===== config.mk =====
export PLATFORM = sky130hd
export DESIGN_NAME = core_dispatch_controller
export DESIGN_NICKNAME = d
export VERILOG_FILES = /design/src/rtl/core_dispatch_controller.sv
export SDC_FILE = /design/constraint.sdc
export NUM_CORES = 1
export LEC_CHECK = 0
export ABC_AREA = 1
export CORE_UTILIZATION = 35
export DETAILED_ROUTE_END_ITERATION = 16
export GPL_ROUTABILITY_DRIVEN = 0
export PLACE_DENSITY = 0.69
export SYNTH_ARGS = -nofsm -noshare
export SYNTH_HDL_FRONTEND = slang
export SYNTH_SLANG_ARGS = --single-unit

===== constraint.sdc =====
create_clock -name clk -period 2.7 [get_ports clk]
set_clock_uncertainty 0.1 [all_clocks]
set_input_delay 0.54 -clock clk [delete_from_list [all_inputs] [get_ports clk]]
set_output_delay 0.54 -clock clk [all_outputs]
set_load 0.01 [all_outputs]

===== src/rtl/core_dispatch_controller.sv =====
// core_dispatch_controller: starts selected cores on a host launch, gathers done bits, then raises a completion IRQ or a watchdog error.
module core_dispatch_controller #(
  parameter int CORE_NUM  = 4,
  parameter int TIMEOUT_W = 16
) (
  input  logic                 clk,
  input  logic                 reset_n,
  input  logic                 launch,
  input  logic [CORE_NUM-1:0]  launch_mask,
  input  logic [TIMEOUT_W-1:0] timeout_limit,
  output logic [CORE_NUM-1:0]  core_start,
  input  logic [CORE_NUM-1:0]  core_ack,
  input  logic [CORE_NUM-1:0]  core_done,
  output logic                 busy,
  output logic                 interrupt,
  output logic                 error,
  output logic [CORE_NUM-1:0]  done_status
);
  typedef enum logic [1:0] {IDLE, DISPATCH, RUN, IRQ} state_t;
  state_t               state, state_n;
  logic [CORE_NUM-1:0]  mask, mask_n, start_n, done_n;
  logic [TIMEOUT_W-1:0] count, count_n;
  logic                 error_n, complete, expire;
  always_comb begin
    state_n   = state;
    mask_n    = mask;
    start_n   = core_start;
    done_n    = done_status;
    error_n   = error;
    count_n   = count;
    busy      = state != IDLE;
    interrupt = state == IRQ;
    complete  = (done_status | (core_done & mask)) == mask;
    // expiry is judged against the count value this edge would store
    expire    = timeout_limit != '0 && count + TIMEOUT_W'(1) == timeout_limit;
    case (state)
      IDLE: if (launch && |launch_mask) begin
        state_n = DISPATCH;
        mask_n  = launch_mask;
        start_n = launch_mask;
        done_n  = '0;
        error_n = 1'b0;
        count_n = '0;
      end
      DISPATCH, RUN: begin
        start_n = core_start & ~((core_ack | core_done) & mask);
        done_n  = done_status | (core_done & mask);
        count_n = count + TIMEOUT_W'(1);
        if (complete) state_n = IRQ;
        else if (expire) begin
          state_n = IDLE;
          start_n = '0;
          error_n = 1'b1;
        end else if (start_n == '0) state_n = RUN;
      end
      IRQ: state_n = IDLE;
      default: state_n = IDLE;
    endcase
  end
  always_ff @(posedge clk) begin
    if (!reset_n) begin
      state       <= IDLE;
      mask        <= '0;
      core_start  <= '0;
      done_status <= '0;
      error       <= 1'b0;
      count       <= '0;
    end else begin
      state       <= state_n;
      mask        <= mask_n;
      core_start  <= start_n;
      done_status <= done_n;
      error       <= error_n;
      count       <= count_n;
    end
  end
endmodule


# Word level (Yosys, flattened, before mapping)
# Cells that the tools add are included.
# op_classes
n_addsub	1
n_eq_ne	9
muxes	17
bitwise	6
n_reduce_logical	13
# op_table
op	count
one-hot mux 16 bit (2 select lines)	1
adder 16 x 1 -> 16 bit (second input constant)	1
equality test 16 bit	1
2-to-1 mux 16 bit	1
2-to-1 mux 4 bit	4
one-hot mux 4 bit (2 select lines)	2
nonzero test 16 bit	1
AND 4 bit	3
2-to-1 mux 2 bit	4
bitwise OR 4 bit	2
inequality test 2 bit (second input constant)	3
one-hot mux 2 bit (3 select lines)	1
AND reduction 2 bit	3
equality test 2 bit (second input constant)	2
equality test 4 bit	1
logical NOT 4 bit	1
inequality test 4 bit (second input constant)	1
inverter 4 bit	1
AND reduction 4 bit	1
nonzero test 2 bit	2
OR reduction 4 bit	1
2-to-1 mux 1 bit	3
equality test 2 x 1 -> 1 bit (second input constant)	1
logical AND 1 bit	2
3 further kinds	3
# word_totals
ff_bits	31
inputBits	31
elab_cells	52

# Depth between registers and ports, before layout
# Gate-level depths: netlist of the first run.
# depth
word_depth	9
ltp_mapped	17
ltp_nobuf	17

# Least setup slack after synthesis of the first run
# OpenSTA, ideal clock, no wires.
# synth_timing
kind	reg-to-reg
start	reg count[0]
end	reg state[1]
arrival_ns	1.773
required_ns	2.472
path_slack_ns	0.699
stages_incl_launch_ff	17
synth_period_minus_slack_ns	2.001
path_cell_list	dfxtp_1 ha_1 nand2_2 nor2_4 nand2_2 o21ai_2 nand2_1 nand2_1 nand3_1 nor2_1 nand3_2 nand2_2 nand2_2 nand2_1 nand2_1 nand2_1 nor2_1
# synth_via
elab_chain_cells	6
word_cells_on_any_way	8
classes_between	add/sub: 1; eq/ne: 2; mux: 3; reduce/logical: 2
# synth_rtl
item	line	rtl
start: declaration	22	logic [TIMEOUT_W-1:0] count, count_n;
start signal: assignment	74	count <= count_n;
adder 16 x 1 -> 16 bit (*)	35	expire = timeout_limit != '0 && count + TIMEOUT_W'(1) == timeout_limit;
equality test 16 bit (*)	35	
logical AND 1 bit (*)	35	
2-to-1 mux 2 bit	50	else if (expire) begin
2-to-1 mux 2 bit	49	if (complete) state_n = IRQ;
one-hot mux 2 bit (3 select lines)	36	case (state)
end signal: assignment	69	state <= state_n;
end: declaration	20	state_t state, state_n;
# Mark *: on every way between the ends. The rest lies on a longest branch, timed or not.
# A chain may end at the register's enable or synchronous reset.

# Worst setup path in the final report of the first run
# Same ends and word-level chain as after synthesis.

==> results.py, run 1 <==
metrics = {
    "logic_synthesis": {
        "synth-adder-area-share": 0.0227,
        "synth.net_count": 408,
        "synth-edff-count": 0,
        "synth-xor-area-share": 0.0267,
        "synth-simple-area-share": 0.454,
        "synthFlopType": "dfxtp_1",
        "synth_compound_area_frac": 0.120,
        "yosys-top-cells-area": "dfxtp_1 (28%), nand2_1 (21%), nand3_1 (9.8%)",
        "synth_top_family_by_area": "simple AND/OR/NAND/NOR gates",
        "yosysWarnings": 0,
        "netlist_area_mm2": 0.00220,
        "yosysTopAreaCell": "dfxtp_1",
        "synth_top_area_share": 0.282,
        "synth_cell_type_count": 29,
        "synth_mux_area_frac": 0,
        "synth.avg_cell_area_um2": 5.90,
        "ys_seq_area_frac": 0.282,
        "syn_inst": 373,
        "synth_async_sr_flop_share": 0,
        "ys_ff_latch": 31,
    },
    "timing": {
        "rsz0062_at_grt": "no",
        "hold_viol": 0,
        "finalCritPeriodShare": 0.878,
        "setup_viol": 0,
        "min_period_ns": 2.37,
        "clock.fmax_mhz": 422,
        "tightest_slew_ns": 0.547,
        "setup_tns_ns": 0,
        "slew_viol_final": 0,
        "slew_headroom": 0.632,
    },
    "floorplanning": {
        "row_count": 28,
        "die_h_um": 81.3,
        "io_pins": 42,
        "core_mm2": 0.00599,
        "die_w_um": 81.3,
        "dieArea_mm2": 0.00661,
        "initial_core_util": 0.368,
    },
    "layout": {
        "syn2layout_area_growth_pct": 27.9,
        "multiInputGateArea_mm2": 0.00137,
        "stdcell_count": 496,
        "diodes": 0,
        "layout.nets": 455,
        "post-route-util": 0.470,
        "final_common_cell": "nand2_1",
        "fillers": 626,
        "regArea_um2": 621,
        "mostFrequentLayoutCells": "nand2_1 (124), inv_1 (45), nand3_1 (43)",
        "drive_above_1_share": 0.0736,
    },
    "global_routing": {
        "grt_pass1_vias": 2270,
        "grt_overflow": 0,
        "grt_max_degree": 22,
        "grtUsageTotal": 0.193,
        "use_met1": 0.241,
        "gr-max-usage-layer": "met2",
        "antenna_found_initial": 0,
        "use_met2": 0.320,
        "grt_pass1_wl_um": 9920,
        "grt_use_met3": 0.0393,
    },
    "clocking": {
        "cts_buffers": 5,
        "cts.clk_slew.worst_paths_ns": 0.08,
        "post_cts_resize_count": 0,
        "cts_root_buffer": "clkbuf_8",
        "cts_sinks": 31,
        "insertion_delay_ns": 0.28,
        "htree_num_levels": 2,
        "postCtsSetupBuffers": 0,
        "cts-hold-fix-buffers": 0,
        "cts_tree": "done",
        "clockBufferDepth": 2,
    },
    "drt": {
        "dr.pass1.iters": 4,
        "ant_nets": 0,
        "drt_iter0_drc": 178,
        "drt_wl_total_um": 5750,
        "via_per_inst": 4.95,
        "routedWlPerCell_um": 11.6,
        "vias": 2453,
        "drc_errors": 0,
    },
    "power": {
        "leakagePower_nw": 1.19,
        "vdd.ir_drop.worst_v": 0.000732,
        "power_density_mw_per_mm2": 709,
    },
    "min_path": {
        "hold_class": "reg2reg",
    },
    "setup_path": {
        "crit_top_cell": "nand2_1",
        "path_max_fanout": 7,
        "path_cells": "ha_1, nand2_2, nor2_4, nand2_2, o21ai_2, nand2_1, nand2_1, nand3_1, nor2_1, nand3_2, nand2_2, nand2_2, nand2_1, nand2_1, nand2_1, nor2_1",
        "worst-setup-path-type": "reg2reg",
        "reg2reg_slack_ns": 0.33,
        "end_kind": "flop",
        "cp_num_buf_inv": 0,
        "slowest_delay_ns": 0.44,
        "cp_top_family": "simple AND/OR/NAND/NOR gates",
        "start_kind": "flop",
        "cp_data_arrival_time_ns": 2.44,
        "slowest_stage": "dfxtp_1",
        "cp_data_required_time_ns": 2.77,
    },
    "run_status": {
        "status": "finished, final reports clean",
    },
    "flow_run": {
        "drv_cap": 0,
    },
    "placed_design": {
        "port_buffers": 41,
        "dp_hpwl_um": 4410,
        "numPlacedInstances": 488,
    },
}
[routing by layer]
metal  part of all wire  wire (µm)  vias to the layer above
li1                   -          -                     1290
met1               0.48       2760                     1077
met2               0.45       2570                       73
met3              0.051        292                       13
met4              0.022        128                        0
met5                  0          0                        -
[registers in the layout, summed over array words and instances, names as in the netlist]
register     cells
count           16
state            2
mask             4
error            1
core_start       4
done_status      4
[worst min-delay path: stages (launching register included)]
cell	delay (ns)
dfxtp_1	0.31
nand2_1	0.06
a21oi_1	0.05
[cell usage after synthesis, drive strengths merged, types with 2 or more instances]
cell type,instances
nor4,2
o21ai,15
a21oi,30
clkbuf,5
nand2,131
inv,47
nor2,42
nand4,6
clkinv,2
nand3b,3
nand3,44
dfxtp,31
xor2,3
ha,4
[metrics by stage]
step / hold slack (ns) / cell area [µm²] / total power [mW] / setup WS [ns]
after floorplan: 0.354 / 2200 / 1.24 / 0.699
after global placement: 0.353 / 2730 / 1.63 / 0.174
after detailed placement: 0.355 / 2730 / 1.64 / 0.0397
after CTS: 0.365 / 2820 / 2.00 / 0.332
after global routing: 0.396 / 2820 / 2.17 / 0.0283
final: 0.360 / 2820 / 2.00 / 0.329
[path summary, 6_finish.rpt]
check        startpoint  endpoint  cells past startpoint
min               error     error                      2
min reg2reg       error     error                      2
max reg2reg    count[0]  state[1]                     16
max            count[0]  state[1]                     16
[final cells by class]
type | instances | share of cell area
clock buffers | 5 | 0.0244
clock inverters | 3 | 0.00533
inverters | 49 | 0.0653
multi-input cells | 287 | 0.488
flip-flops and latches | 31 | 0.220
well taps | 75 | 0.0333
repair buffers | 46 | 0.163
[kinds of logic (layout without fill, tap and decap cells)]
family / count (synthesis) / count (layout)
flip-flops: 31 / 31
buffers and inverters: 55 / 103
AO/OA/AOI/OAI: 49 / 49
AND/OR/NAND/NOR: 229 / 229
XOR/XNOR: 5 / 5
adder cells (fa/ha/maj): 4 / 4
[power breakdown]
part / switching, mW / total, mW / internal, mW
Clock: 0.183 / 0.359 / 0.176
Sequential: 0.0694 / 0.607 / 0.538
Combinational: 0.610 / 1.03 / 0.420
Power figures use the tool's default switching activity.
==> run 2, diff against run 1 <==
--- a/config.mk
+++ b/config.mk
@@ -7,9 +7,11 @@
 export LEC_CHECK = 0
 export ABC_AREA = 1
 export CORE_UTILIZATION = 35
+export CTS_CLUSTER_SIZE = 12
 export DETAILED_ROUTE_END_ITERATION = 16
 export GPL_ROUTABILITY_DRIVEN = 0
 export PLACE_DENSITY = 0.69
+export SKIP_CTS_REPAIR_TIMING = 1
 export SYNTH_ARGS = -nofsm -noshare
 export SYNTH_HDL_FRONTEND = slang
 export SYNTH_SLANG_ARGS = --single-unit
==> results of run 2 <==
Final layout, timing and power as in run 1 (identical DEF).
